--- src/rtl/clk_div_multi_if.sv ---
// clk_div_multi_if: control/status bundle for the multi-channel clock divider.
// master drives enable, divisor writes and align; slave returns clocks, ticks, pending.
interface clk_div_multi_if #(
    parameter int NUM_CH = 4,
    parameter int DIV_W  = 16,
    parameter int CH_W   = (NUM_CH > 1) ? $clog2(NUM_CH) : 1
);
    logic              en;
    logic              wr_en;
    logic [CH_W-1:0]   wr_ch;
    logic [DIV_W-1:0]  wr_div;
    logic              align;
    logic [NUM_CH-1:0] clk_out;
    logic [NUM_CH-1:0] tick;
    logic [NUM_CH-1:0] pending;

    modport master (
        output en, wr_en, wr_ch, wr_div, align,
        input  clk_out, tick, pending
    );

    modport slave (
        input  en, wr_en, wr_ch, wr_div, align,
        output clk_out, tick, pending
    );
endinterface

--- src/rtl/clk_div_multi.sv ---
// clk_div_multi: NUM_CH independent 50%-duty programmable clock dividers.
// Each channel toggles clk_out every D cycles (D = half period) and pulses tick
// on the toggle. New divisors are staged in pend_div and swapped in only at a
// terminal edge, so a running output never sees a short or stretched half period.
// Optional macro SYNC_ALIGN_EN: align pulse restarts every channel in phase.

module clk_div_ch #(
    parameter int DIV_W       = 16,
    parameter int DEFAULT_DIV = 1250
) (
    input  logic             clk,
    input  logic             reset,
    input  logic             en,
    input  logic             wr,
    input  logic [DIV_W-1:0] wr_div,
    input  logic             align,
    output logic             clk_out,
    output logic             tick,
    output logic             pending
);
    logic [DIV_W-1:0] count;
    logic [DIV_W-1:0] active_div;
    logic [DIV_W-1:0] pend_div;
    logic             halted;
    logic             term;

    assign halted = (active_div == '0);
    assign term   = !halted && (count == active_div - DIV_W'(1));

    // Count/toggle/apply; a write in the same cycle is captured last so it always
    // survives, even over an apply that would otherwise clear pending.
    always_ff @(posedge clk) begin
        if (reset) begin
            count      <= '0;
            active_div <= DIV_W'(DEFAULT_DIV);
            pend_div   <= '0;
            pending    <= 1'b0;
            clk_out    <= 1'b0;
            tick       <= 1'b0;
        end else begin
            tick <= 1'b0;
            if (align) begin
                count   <= '0;
                clk_out <= 1'b0;
                if (pending) begin
                    active_div <= pend_div;
                    pending    <= 1'b0;
                end
            end else if (halted) begin
                // Idle low; a staged divisor restarts the channel from a clean phase.
                count   <= '0;
                clk_out <= 1'b0;
                if (en && pending) begin
                    active_div <= pend_div;
                    pending    <= 1'b0;
                end
            end else if (en) begin
                if (term) begin
                    count   <= '0;
                    clk_out <= ~clk_out;
                    tick    <= 1'b1;
                    if (pending) begin
                        active_div <= pend_div;
                        pending    <= 1'b0;
                    end
                end else begin
                    count <= count + DIV_W'(1);
                end
            end
            if (wr) begin
                pend_div <= wr_div;
                pending  <= 1'b1;
            end
        end
    end
endmodule

module clk_div_multi #(
    parameter int NUM_CH      = 4,
    parameter int DIV_W       = 16,
    parameter int DEFAULT_DIV = 1250,
    parameter int CH_W        = (NUM_CH > 1) ? $clog2(NUM_CH) : 1
) (
    input  logic           clk,
    input  logic           reset,
    clk_div_multi_if.slave bus
);
    logic [NUM_CH-1:0] clk_out_v;
    logic [NUM_CH-1:0] tick_v;
    logic [NUM_CH-1:0] pending_v;
    logic              align_w;

`ifdef SYNC_ALIGN_EN
    assign align_w = bus.align;
`else
    logic unused_align;
    assign unused_align = bus.align;
    assign align_w      = 1'b0;
`endif

    // Out-of-range channel indices match no lane, so such writes fall away.
    for (genvar i = 0; i < NUM_CH; i++) begin : g_ch
        clk_div_ch #(
            .DIV_W       (DIV_W),
            .DEFAULT_DIV (DEFAULT_DIV)
        ) u_ch (
            .clk     (clk),
            .reset   (reset),
            .en      (bus.en),
            .wr      (bus.wr_en && (bus.wr_ch == CH_W'(i))),
            .wr_div  (bus.wr_div),
            .align   (align_w),
            .clk_out (clk_out_v[i]),
            .tick    (tick_v[i]),
            .pending (pending_v[i])
        );
    end

    assign bus.clk_out = clk_out_v;
    assign bus.tick    = tick_v;
    assign bus.pending = pending_v;
endmodule
--- src/flat_wrapper.sv ---
// flat-port wrapper written by rule: the top's interface ports become plain ports
module clk_div_multi_flat 
#(
    parameter int NUM_CH      = 4,
    parameter int DIV_W       = 16,
    parameter int DEFAULT_DIV = 1250,
    parameter int CH_W        = (NUM_CH > 1) ? $clog2(NUM_CH) : 1
)
  (clk, reset, bus_en, bus_wr_en, bus_wr_ch, bus_wr_div, bus_align, bus_clk_out, bus_tick, bus_pending);
  clk_div_multi_if #(.NUM_CH(NUM_CH), .DIV_W(DIV_W), .CH_W(CH_W)) bus_i ();
  input  logic clk;
  input  logic reset;
  input wire logic [$bits(bus_i.en)-1:0] bus_en;
  input wire logic [$bits(bus_i.wr_en)-1:0] bus_wr_en;
  input wire logic [$bits(bus_i.wr_ch)-1:0] bus_wr_ch;
  input wire logic [$bits(bus_i.wr_div)-1:0] bus_wr_div;
  input wire logic [$bits(bus_i.align)-1:0] bus_align;
  output wire logic [$bits(bus_i.clk_out)-1:0] bus_clk_out;
  output wire logic [$bits(bus_i.tick)-1:0] bus_tick;
  output wire logic [$bits(bus_i.pending)-1:0] bus_pending;
  assign bus_i.en = bus_en;
  assign bus_i.wr_en = bus_wr_en;
  assign bus_i.wr_ch = bus_wr_ch;
  assign bus_i.wr_div = bus_wr_div;
  assign bus_i.align = bus_align;
  assign bus_clk_out = bus_i.clk_out;
  assign bus_tick = bus_i.tick;
  assign bus_pending = bus_i.pending;
  clk_div_multi #(.NUM_CH(NUM_CH), .DIV_W(DIV_W), .DEFAULT_DIV(DEFAULT_DIV), .CH_W(CH_W)) u_core (.clk(clk), .reset(reset), .bus(bus_i));
endmodule
--- config.mk ---
export PLATFORM = sky130hd
export DESIGN_NAME = clk_div_multi_flat
export DESIGN_NICKNAME = d
export VERILOG_FILES = /design/src/rtl/clk_div_multi_if.sv /design/src/rtl/clk_div_multi.sv /design/src/flat_wrapper.sv
export SDC_FILE = /design/constraint.sdc
export NUM_CORES = 1
export LEC_CHECK = 0
export CAP_MARGIN = 0
export CORE_ASPECT_RATIO = 0.7
export CORE_MARGIN = 4
export CORE_UTILIZATION = 60
export DETAILED_ROUTE_END_ITERATION = 7
export PLACE_DENSITY_LB_ADDON = 0.05
export SYNTH_ARGS = -nofsm -noshare
export SYNTH_HDL_FRONTEND = slang
export SYNTH_HIERARCHICAL = 1
export SYNTH_SLANG_ARGS = --single-unit
export TNS_END_PERCENT = 5
--- constraint.sdc ---
create_clock -name clk -period 3.6 [get_ports clk]
set_input_delay 0.36 -clock clk [delete_from_list [all_inputs] [get_ports clk]]
set_output_delay 0.36 -clock clk [all_outputs]
set_load 0.1 [all_outputs]
**Yosys cells after proc, flatten, opt, wreduce, memory -nomap -nowiden**

Index checks and enable logic that the tools add are counted.

- Output and inout port bits: 12
- Register bits after elaboration: 204

- Add/subtract/negate cells: 8
- Reduce and logical (&&, ||, !) cells: 61
- Multiplexer cells: 48
- Equality and inequality tests: 15
- Bitwise operators: 5

Operator list:

| cell | count |
|---|---|
| $mux W16 | 24 |
| $add A16 B1 Y16 const B | 4 |
| $eq A16 B16 Y1 | 4 |
| $logic_not A16 Y1 | 4 |
| $sub A16 B1 Y16 const B | 4 |
| $mux W1 | 24 |
| $reduce_bool A2 Y1 | 12 |
| $reduce_bool A3 Y1 | 8 |
| $reduce_and A4 Y1 | 4 |
| $logic_and A1 B1 Y1 | 12 |
| $ne A3 B2 Y1 const B | 4 |
| $reduce_and A3 Y1 | 4 |
| $reduce_or A3 Y1 | 4 |
| $ne A2 B1 Y1 const B | 4 |
| $reduce_and A2 Y1 | 4 |
| $reduce_or A2 Y1 | 4 |
| $not A1 Y1 | 5 |
| $eq A2 B2 Y1 const B | 2 |
| $logic_not A1 Y1 | 4 |
| $eq A2 B1 Y1 const B | 1 |
| $logic_not A2 Y1 | 1 |

**Depth between registers and ports, before layout**

- Depth in word-level cells: 7
- Gate-level depth with buffers: 11
- Gate-level depth less buffers: 9

**Cells and area by module**

Netlist, hierarchy kept.

By module, submodules not included:

| module | cells an instance | seq. area each (um2) | area each (um2) | times used |
|---|---|---|---|---|
| clk_div_ch at u_core.g_ch[0].u_ch ... | 313 | 1021.0 | 2791.4 | 2 |
| clk_div_ch at u_core.g_ch[2].u_ch | 305 | 1021.0 | 2772.7 | 1 |
| clk_div_ch at u_core.g_ch[3].u_ch | 312 | 1021.0 | 2753.9 | 1 |
| clk_div_multi | 5 | 0.0 | 41.3 | 1 |

**Worst setup path before layout**

OpenSTA, ideal clock, no wires.

- Path kind: register -> register
- Start point: reg u_core.g_ch[0].u_ch.active_div[0]
- End point: reg u_core.g_ch[0].u_ch.active_div[10]
- Stages on the path, launching flop included: 12
- Slack: 0.557 ns
- Path buffers: 2
- Library setup time: 0.072 ns
- Arrival: 2.971 ns
- Cell sequence: dfxtp_1 -> inv_1 -> ha_1 -> or3b_2 -> buf_2 -> xnor2_1 -> a2111o_1 -> a2111oi_4 -> nand4_4 -> a21oi_4 -> buf_12 -> mux2i_1

- Longest elaborated chain between the ends: 5
- Elaborated cells between the ends (all ways): 11
- Those cells by class: add/sub: 1; eq/ne: 2; mux: 1; reduce/logical: 7

Ends and longest elaborated chain:

| item | RTL line | source |
|---|---|---|
| start, declared | clk_div_multi.sv:22 | `logic [DIV_W-1:0] active_div;` |
| start signal, assigned | clk_div_multi.sv:35 | `active_div <= DIV_W'(DEFAULT_DIV);` |
| start signal, assigned | clk_div_multi.sv:46 | `active_div <= pend_div;` |
| start signal, assigned | clk_div_multi.sv:54 | `active_div <= pend_div;` |
| $sub A16 B1 Y16 or $logic_not A16 Y1 (tied branches) | clk_div_multi.sv:28, clk_div_multi.sv:27 |  |
| $eq A16 B16 Y1 or $logic_not A1 Y1 (tied branches) | clk_div_multi.sv:28 | `assign term = !halted && (count == active_div - DIV_W'(1));` |
| $logic_and A1 B1 Y1 | clk_div_multi.sv:28 |  |
| $reduce_bool A2 Y1 (no line) | n/a |  |
| $reduce_and A4 Y1 (no line) | n/a |  |

Parallel ways exist; a longest one is shown, timed or not.
A chain may end at the register's enable or synchronous reset.

**Final worst setup path**

- Start point: reg u_core.g_ch[1].u_ch.active_div[0]
- End point: reg u_core.g_ch[1].u_ch.active_div[8]

- Longest elaborated chain between the ends: 5
- Elaborated cells between the ends (all ways): 11
- Those cells by class: add/sub: 1; eq/ne: 2; mux: 1; reduce/logical: 7

Ends and longest elaborated chain:

| item | RTL line |
|---|---|
| start, declared | clk_div_multi.sv:22 |
| start signal, assigned | clk_div_multi.sv:35 |
| start signal, assigned | clk_div_multi.sv:46 |
| start signal, assigned | clk_div_multi.sv:54 |
| $sub A16 B1 Y16 or $logic_not A16 Y1 (tied branches) | clk_div_multi.sv:28, clk_div_multi.sv:27 |
| $eq A16 B16 Y1 or $logic_not A1 Y1 (tied branches) | clk_div_multi.sv:28 |
| $logic_and A1 B1 Y1 | clk_div_multi.sv:28 |
| $reduce_bool A2 Y1 (no line) | n/a |
| $reduce_and A4 Y1 (no line) | n/a |

Parallel ways exist; a longest one is shown, timed or not.

==> summary.txt <==
Timing
  • Max-slew headroom: 32.2%
  • Setup TNS: 0 ns
  • Unrepaired setup endpoints after global routing: no
  • Worst Tran Pin Value: 1.02 ns
  • Max Slew Vio Count: 0
  • Clock skew after layout: 0.00934 ns
  • Final cycle utilization of the critical path: 91.2%
  • Fin crit period: 3.28 ns
  • Final Hold Fails: 0
  • Final setup fails: 0
  • F_max: 305 MHz

Logic synthesis
  • Dominant synthesized flop cell: dfxtp_1
  • Post-synth top area share: 36.6%
  • Yosys cell types: 76
  • Synth area leader: dfxtp_1
  • Sequential share of the synthesized area: 36.6%
  • Post-synth ARST share: 0%
  • Netlist Area Pre-Place: 11,200 µm²
  • EDFF count, synth: 0
  • #FFs+latches synth: 204
  • Synth warn: 6
  • Average size of a mapped cell: 8.93 µm²
  • Main area contributors after synthesis: dfxtp_1 37%, mux2i_1 12%, nor2_1 7.1%, xor2_1 6.0%, nand2b_1 4.9%
  • Post-synthesis cell count: 1,248

Cells and area
  • Synth-to-Final Area Change: 10.5%
  • Multi-input logic area: 6680 µm²
  • Register area: 4080 µm²
  • Number of fillers in the final layout: 1,518
  • Diodes inserted: 0
  • Layout Utilization: 68.1%
  • Final #Nets: 1,303
  • Layout cells sized above 1: 7.80%

Setup path
  • Critical path, cell by cell: inv_1, ha_1, or3b_2, xnor2_1, a2111o_1, a2111oi_4, nand4_4, a21oi_4, buf_4, mux2i_1
  • Critical Path End Type: flop
  • Arr. time, crit path: 3.71 ns
  • Critical Path Fanout Max: 16
  • Worst r2r path cells: 10
  • Worst r2r src: u_core/g_ch[1].u_ch/active_div[0]$_SDFFE_PP0P_
  • R2r endpoint: u_core/g_ch[1].u_ch/active_div[8]$_SDFFE_PP0P_
  • CP top delay family: compound AO/OA/AOI/OAI gates
  • CP peak stage delay: 0.55 ns
  • Critical Path RT: 4.02 ns
  • Buf/Inv on CP: 2
  • CP max-delay cell: or3b_2
  • CP startpoint kind: flop
  • Crit Path Category: reg2reg
  • Flop2flop setup slack: 0.32 ns

Clock tree
  • CTS Buf Count: 21
  • Hold_buf cts: 0
  • Sink Count: 204
  • Clk_lat worst skew: 0.50 ns
  • Max Root-Sink Buffers: 3
  • Root buffer cell: clkbuf_16
  • H-tree levels: 1
  • Post-CTS Setup Repair Bufs: 0
  • Post-CTS sizing: 0
  • Clock slew at reported path FFs: 0.06 ns
  • CTS tree: done

Min path
  • Hold path depth: 2
  • Hold_sp: reset
  • Worst Hold Endpoint: u_core/g_ch[1].u_ch/pend_div[0]$_SDFFE_PP0P_
  • Min-Delay Path Class: in2reg

Global route
  • Total global-route track usage: 22.9%
  • Total grt overflow: 0
  • First-pass GRT wire length: 39,700 µm
  • Initial antenna violation count: 0
  • Largest net degree at the start of global routing: 90
  • Vias in the first global route: 7,901

Detailed routing
  • Final Routed Wirelength: 23,700 µm
  • Iter 0 DRT Violations: 667
  • DR vias: 8,617
  • Initial DRT Pass Iterations: 5
  • Wire per inst: 15.6 µm
  • Post-route ant nets: 0
  • Avg Vias per Cell: 5.68
  • DRC viols: 0

Placed design
  • IO buf count: 33
  • Hpwl dp: 16,800 µm
  • Routability cong.: 0.916

Floorplanning
  • Row cnt: 41
  • Initial core utilization: 61.6%
  • Die H: 122 µm
  • Die width: 171 µm
  • Core Area: 18,100 µm²
  • Die ar.: 20,900 µm²
  • I/O pin total: 35

Pwr
  • Total power: 4860 µW
  • Leak pwr: 0.00415 µW
  • Pwr/cell area: 394 nW/µm²
  • VDD IR max: 0.382 mV

Job
  • Max Cap Viol: 0

Status
  • Status: finished, final reports clean
sequential cells by signal, indices dropped and copies added (netlist names):
name and cells:
u_core/g_ch.u_ch/pending 4, u_core/g_ch.u_ch/active_div 64, u_core/g_ch.u_ch/clk_out 4, u_core/g_ch.u_ch/count 64
u_core/g_ch.u_ch/pend_div 64, u_core/g_ch.u_ch/tick 4
cell families after synthesis:
logic type	after synthesis	share of synthesized area (%)
other	1	0.0336
buffers and inverters	92	4.07
and+or+nand+nor	567	28.0
xor gates and xnor gates	129	10.1
DFF	204	36.6
muxes	133	12.0
adders and majority gates	12	1.35
AOI/OAI and AO/OA	110	7.88
final cells by class:
class | count | area share [%]
multi-input combinational | 967 | 54.2
sequential | 204 | 33.1
clock buffer | 27 | 4.61
timing repair buffer | 53 | 3.98
tap | 236 | 2.40
clock inverter | 10 | 1.07
inverter | 21 | 0.640
cells in the final DEF (no fill, tap or decap), types with 9 or more instances in the layout:
cell | synthesis | layout
nand2_1 | 48 | 48
xor2_1 | 76 | 76
nor2_1 | 210 | 210
nand4b_1 | 9 | 9
clkbuf_16 | 0 | 21
or3_1 | 12 | 12
clkdlybuf4s50_1 | 0 | 32
nor4_1 | 13 | 13
a21oi_1 | 31 | 31
inv_1 | 21 | 21
mux2i_1 | 131 | 131
dfxtp_1 | 204 | 204
xnor2_1 | 53 | 53
o21ai_0 | 12 | 12
ha_1 | 12 | 12
buf_4 | 1 | 20
nor3_1 | 31 | 31
nand2b_1 | 87 | 87
conb_1 | 1 | 16
nand3_1 | 35 | 35
nand4_1 | 40 | 40
per-layer routing:
metal,share of wire [%],global-route usage [%],vias to the layer above
li1,-,-,4376
met1,52,36.1,4014
met5,0.32,2.90,-
met2,40,32.0,190
met3,5.8,4.28,35
met4,1.7,4.60,2
power by group:
part           internal (µW)  total, µW  switching, µW  leakage, µW
logic                    131        317            186      0.00216
registers               2290       2330           32.3      0.00165
clock network           1330       2210            881     0.000345
total                   3760       4860           1100      0.00415
synthesized netlist by cell type (all sizes together) (34+ instances only):
master,count
xor2,76
nand4,43
nor3,34
nor2,210
a21oi,36
dfxtp,204
nand2,48
xnor2,53
mux2i,131
clkbuf,44
nand3,36
nand2b,87
worst max path at each step:
stage	start	endpoint	slack, ns	cells after the start
2_1_floorplan	u_core/g_ch[0].u_ch/active_div[0]$_SDFFE_PP0P_	u_core/g_ch[0].u_ch/active_div[10]$_SDFFE_PP1P_	0.56	11
3_3_place_gp	u_core/g_ch[0].u_ch/active_div[0]$_SDFFE_PP0P_	u_core/g_ch[0].u_ch/active_div[3]$_SDFFE_PP0P_	0.43	10
3_5_place_dp	u_core/g_ch[1].u_ch/active_div[0]$_SDFFE_PP0P_	u_core/g_ch[1].u_ch/active_div[8]$_SDFFE_PP0P_	0.35	10
4_1_cts	u_core/g_ch[1].u_ch/active_div[0]$_SDFFE_PP0P_	u_core/g_ch[1].u_ch/active_div[8]$_SDFFE_PP0P_	0.31	10
5_1_grt	u_core/g_ch[2].u_ch/active_div[0]$_SDFFE_PP0P_	u_core/g_ch[2].u_ch/active_div[12]$_SDFFE_PP0P_	0.01	10
6_report	u_core/g_ch[1].u_ch/active_div[0]$_SDFFE_PP0P_	u_core/g_ch[1].u_ch/active_div[8]$_SDFFE_PP0P_	0.32	10
metrics by stage:
step,std cells,worst slack (ns),hold WS (ns),cell area (µm²)
final,1518,0.318,0.390,12300
after global routing,1518,0.0144,0.413,12300
after CTS,1518,0.314,0.384,12300
after detailed placement,1481,0.347,0.465,11600
after global placement,1481,0.432,0.461,11600
after floorplan,1263,0.557,0.451,11200
Power figures use the tool's default switching activity.
==> variant 1: new RTL, same flow settings <==
Reset style: asynchronous (`reset`), changed in one clocked block.
--- a/src/rtl/clk_div_multi.sv
+++ b/src/rtl/clk_div_multi.sv
@@ -30,5 +30,5 @@
     // Count/toggle/apply; a write in the same cycle is captured last so it always
     // survives, even over an apply that would otherwise clear pending.
-    always_ff @(posedge clk) begin
+    always_ff @(posedge clk or posedge reset) begin
         if (reset) begin
             count      <= '0;
Check against the original RTL: differs if reset is asserted again (counterexample within 4 cycles, from zero or initial values and one cycle with reset high); with reset held inactive, the same outputs for 4 cycles.
==> variant 1 against the original RTL <==
Critical path depth increased by 1; worst setup slack got worse by 110 ps; synthesized cell count is 0.64% higher; wire length is 25% higher; count of clock-buffer cells in the layout up 4; sequential cell count stayed put; area after synthesis up 15%; final area is 13% higher; final cell count is 2.0% higher; highest routed layer is now met4.
Power is not compared: it rests on default switching activity, and its combinational part moved more than twofold at a synthesized area within 25%.
==> variant 1: results (changes against the original RTL) <==
stage,metric,value,unit,change
setup_path,critical_path.top_delay_family,simple AND/OR/NAND/NOR gates,,was compound AO/OA/AOI/OAI gates
placement,place_congestion,0.871,,was 0.916
placement,dp.final_hpwl,20.2,mm,was 16.8 mm
synthesis,synth_compound_gate_area_share,0.165,,was 0.0788
detailed_routing,via_count,9940,,was 8617
cells_and_area,area_used_by_multi_input_combinational_logic,0.00708,sq mm,was 0.00668 sq mm
cells_and_area,comb.multi_input.count,941,,was 967
cells_and_area,nNonClkInverters,26,,was 21
detailed_routing,detail_route.vias_per_cell,6.42,,was 5.68
setup_path,crit_path_max_incr_delay,580,ps,was 550 ps
setup_path,crit_end,u_core/g_ch[0].u_ch/active_div[0],,was u_core/g_ch[1].u_ch/active_div[8]
placement,place_ws,182,ps,was 347 ps
synthesis,synth_mux_area_frac,0.0866,,was 0.120
global_route,grt_max_degree,52,,was 90
synthesis,asyncSetResetFlopFracSynth,1.00,,was 0
cells_and_area,clkbuf_count,31,,was 27
sta,min_period_over_period,0.943,,was 0.912
synthesis,synth_largest_area_cell,dfrtp_1,,was dfxtp_1
sta,tightestPinTransition,1090,ps,was 1020 ps
cells_and_area,clk_share,0.0505,,was 0.0568
cells_and_area,register_area,0.00513,sq mm,was 0.00408 sq mm
cells_and_area,nNonClkBuffers,62,,was 53
cells_and_area,post_route_cell_area,0.0139,sq mm,was 0.0123 sq mm
synthesis,synth_seq_area_share,0.401,,was 0.366
cells_and_area,post_route_cells_drive_above_1_share,0.234,,was 0.0780
outcome,run_status,finished clean,,unchanged
synthesis,post_synth_most_frequent_cells,"184 x dfrtp_1, 81 x nand2_1, 77 x mux2_2",,"was 210 x nor2_1, 204 x dfxtp_1, 131 x mux2i_1"
placement,placement.cell_area,0.0132,sq mm,was 0.0116 sq mm
sta,fin_worst_skew,24.8,ps,was 9.34 ps
cells_and_area,fin_nets,1291,,was 1303
setup_path,largest_fanout_on_the_critical_path,15,,was 16
setup_path,reg2reg_depth,11,,was 10
synthesis,synthesized_area_fraction_occupied_by_adder_cells,0.0117,,was 0.0135
hold_path,holdCritStartpoint,bus_en,,was reset
hold_path,worstHoldEndpoint,u_core/g_ch[3].u_ch/count[1],,was u_core/g_ch[1].u_ch/pend_div[0]
setup_path,worst-r2r-setup-slack,210,ps,was 320 ps
==> variant 1: cell count changes after synthesis, moves of 28 or more <==
cell / change
a221o_1: +28
mux2i_1: -123
nand4_1: -29
nand2_1: +33
dfxtp_1: -204
a31o_2: +50
nand2b_1: -80
nor2_1: -153
xor2_1: -50
dfrtp_1: +184
mux2_2: +75
==> variant 1: per-layer routing <==
| metal | vias up | global-route usage | wire (um) |
|---|---|---|---|
| met3 | 29 | 0.0376 | 1410 |
| met5 | - | 0 | 0 |
| met2 | 225 | 0.373 | 12800 |
| met4 | 0 | 0.0454 | 362 |
| li1 | 4727 | - | - |
| met1 | 4959 | 0.387 | 15000 |
==> variant 1: power groups by stage <==
stage	Clock [W]	Combinational, W	Sequential [W]
after CTS	0.00230	0.00181	0.00323
after floorplan	0	0.00158	0.00308
after detailed placement	0	0.00180	0.00327
after global routing	0.00239	0.00201	0.00330
final	0.00224	0.00182	0.00324
after global placement	0	0.00175	0.00326
==> variant 2: new RTL, same flow settings <==
Without the edit above. `NUM_CH` is set to 4 in 3 places; all go to 2.
--- a/src/rtl/clk_div_multi_if.sv
+++ b/src/rtl/clk_div_multi_if.sv
@@ -2,5 +2,5 @@
 // master drives enable, divisor writes and align; slave returns clocks, ticks, pending.
 interface clk_div_multi_if #(
-    parameter int NUM_CH = 4,
+    parameter int NUM_CH = 2,
     parameter int DIV_W  = 16,
     parameter int CH_W   = (NUM_CH > 1) ? $clog2(NUM_CH) : 1
--- a/src/rtl/clk_div_multi.sv
+++ b/src/rtl/clk_div_multi.sv
@@ -77,5 +77,5 @@
 
 module clk_div_multi #(
-    parameter int NUM_CH      = 4,
+    parameter int NUM_CH      = 2,
     parameter int DIV_W       = 16,
     parameter int DEFAULT_DIV = 1250,
--- a/src/flat_wrapper.sv
+++ b/src/flat_wrapper.sv
@@ -2,5 +2,5 @@
 module clk_div_multi_flat 
 #(
-    parameter int NUM_CH      = 4,
+    parameter int NUM_CH      = 2,
     parameter int DIV_W       = 16,
     parameter int DEFAULT_DIV = 1250,
Interface: changed (resized bus_clk_out, bus_pending, bus_tick and bus_wr_ch); port bits go from 35 to 28. The function was not compared with the original's and may differ.
==> variant 2 against the original RTL <==
Power fell by 50%; final cell count shrank 49%; highest routed layer is now met4; maximum frequency is 3.0% lower; worst setup slack got worse by 100 ps; wire length shrank 49%; area after synthesis decreased by 50%; sequential cell count fell by 102; final area shrank 50%; critical endpoint is now u_core/g_ch[0].u_ch/active_div[4]; combinational power shrank 35%.
==> variant 2: results (changes against the original RTL) <==
stage,metric,value,unit,change
outcome,run_status,finished clean,,unchanged
hold_path,worstHoldEndpoint,u_core/g_ch[0].u_ch/pending,,was u_core/g_ch[1].u_ch/pend_div[0]
global_route,grt_use_total,0.238,,was 0.229
cells_and_area,syn2layout_area_growth,11.2,%,was 10.5%
placement,place_ws,275,ps,was 347 ps
synthesis,synthCells,628,,was 1248
clocking,cts-buffers-inserted,9,,was 21
clocking,clock_latency,340,ps,was 500 ps
detailed_routing,topRoutingLayerUsed,met4,,was met5
power,total_leakage_power,2.12,nW,was 4.15 nW
global_route,first_pass_grt_wire_length,20.2,mm,was 39.7 mm
cells_and_area,reg.largest.list,"u_core/g_ch.u_ch/active_div: 32 flops, u_core/g_ch.u_ch/count: 32 flops, u_core/g_ch.u_ch/pend_div: 32 flops",,"was u_core/g_ch.u_ch/active_div: 64 flops, u_core/g_ch.u_ch/count: 64 flops, u_core/g_ch.u_ch/pend_div: 64 flops"
setup_path,timing.critical_path.from,u_core/g_ch[0].u_ch/active_div[0],,was u_core/g_ch[1].u_ch/active_div[0]
global_route,grt_max_degree,99,,was 90
detailed_routing,wl_met2,4.67,mm,was 9.57 mm
setup_path,worst-r2r-setup-slack,220,ps,was 320 ps
placement,cells_after_dpl,759,,was 1481
placement,place_congestion,0.884,,was 0.916
sta,worst_slew_margin_relative_to_its_limit,0.350,,was 0.322
cells_and_area,fin_nets,674,,was 1303
sta,worst_hold_slack,252,ps,was 390 ps
synthesis,synth_seq_area_share,0.367,,was 0.366
sta,fin_worst_skew,4.65,ps,was 9.34 ps
power,power.switching,0.000549,W,was 0.00110 W
sta,setup_violations,0,,unchanged
clocking,cts-root-to-sink-buffers,2,,was 3
sta,fmax,0.296,GHz,was 0.305 GHz
synthesis,post_synth_most_frequent_cells,"105 x nor2_1, 102 x dfxtp_1, 66 x mux2i_1",,"was 210 x nor2_1, 204 x dfxtp_1, 131 x mux2i_1"
detailed_routing,met3_wirelength,815,um,was 1.36 mm
synthesis,synthDistinctLibCells,67,,was 76
setup_path,cp.arrival,3650,ps,was 3710 ps
detailed_routing,first_iter_violations,310,,was 667
clocking,cts_h_tree_depth,3,,was 1
placement,port-buffer-count,26,,was 33
detailed_routing,detail_route.wl_per_cell,15.7,um,was 15.6 um
placement,placement.cell_area,0.00588,sq mm,was 0.0116 sq mm
global_route,number_of_global_route_vias_before_repair,4105,,was 7901
power,vdd_ir_drop_max,0.264,mV,was 0.382 mV
cells_and_area,nFillCells,752,,was 1518
synthesis,ys_top_cells_by_area,"dfxtp_1 37%, mux2i_1 12%, nor2_1 7.1%",,unchanged
-- variant 2: cell types whose count changed after synthesis, moves of 19 or more --
cell and delta:
nor2_1 -105, dfxtp_1 -102, mux2i_1 -65, nand2b_1 -42, xor2_1 -41, xnor2_1 -24
clkbuf_1 -23, nand2_1 -23, nand4_1 -19
-- variant 2: critical path: stages (launching register included) --
cell and delay (ps):
dfxtp_1 370, inv_1 110, ha_1 300, or3b_2 560, xnor2_1 170, a2111o_1 450
a2111oi_4 370, nand4_4 230, a21oi_4 180, buf_4 290, mux2i_1 260
-- variant 2: area by class of cell --
class | count | share of cell area
clock buffers | 10 | 0.0386
clock inverters | 4 | 0.0117
well taps | 124 | 0.0251
inverters | 12 | 0.00728
multi-input cells | 486 | 0.535
repair buffers | 35 | 0.0522
flip-flops and latches | 102 | 0.330
-- variant 2: power groups by stage --
stage | Combinational (W) | Sequential [W] | Clock, W
finish | 0.000206 | 0.00118 | 0.00103
detailed placement | 0.000204 | 0.00121 | 0
CTS | 0.000205 | 0.00118 | 0.00105
global route | 0.000226 | 0.00118 | 0.00111
floorplan | 0.000143 | 0.00121 | 0
global placement | 0.000199 | 0.00120 | 0
-- variant 2: layer usage --
layer / GRT usage / vias to the layer above
met5: 0 / -
met4: 0.0884 / 0
met3: 0.0645 / 18
met2: 0.321 / 138
met1: 0.360 / 2030
li1: - / 2206
-- variant 2: logic make-up after synthesis --
kind of cell | count (synthesis) | share of synthesized area
compound gates | 54 | 0.0744
xor+xnor | 64 | 0.101
mux | 66 | 0.119
simple gates | 288 | 0.283
fa+ha+maj | 6 | 0.0135
flops | 102 | 0.367
other cells | 1 | 0.000674
buf+inv | 47 | 0.0425
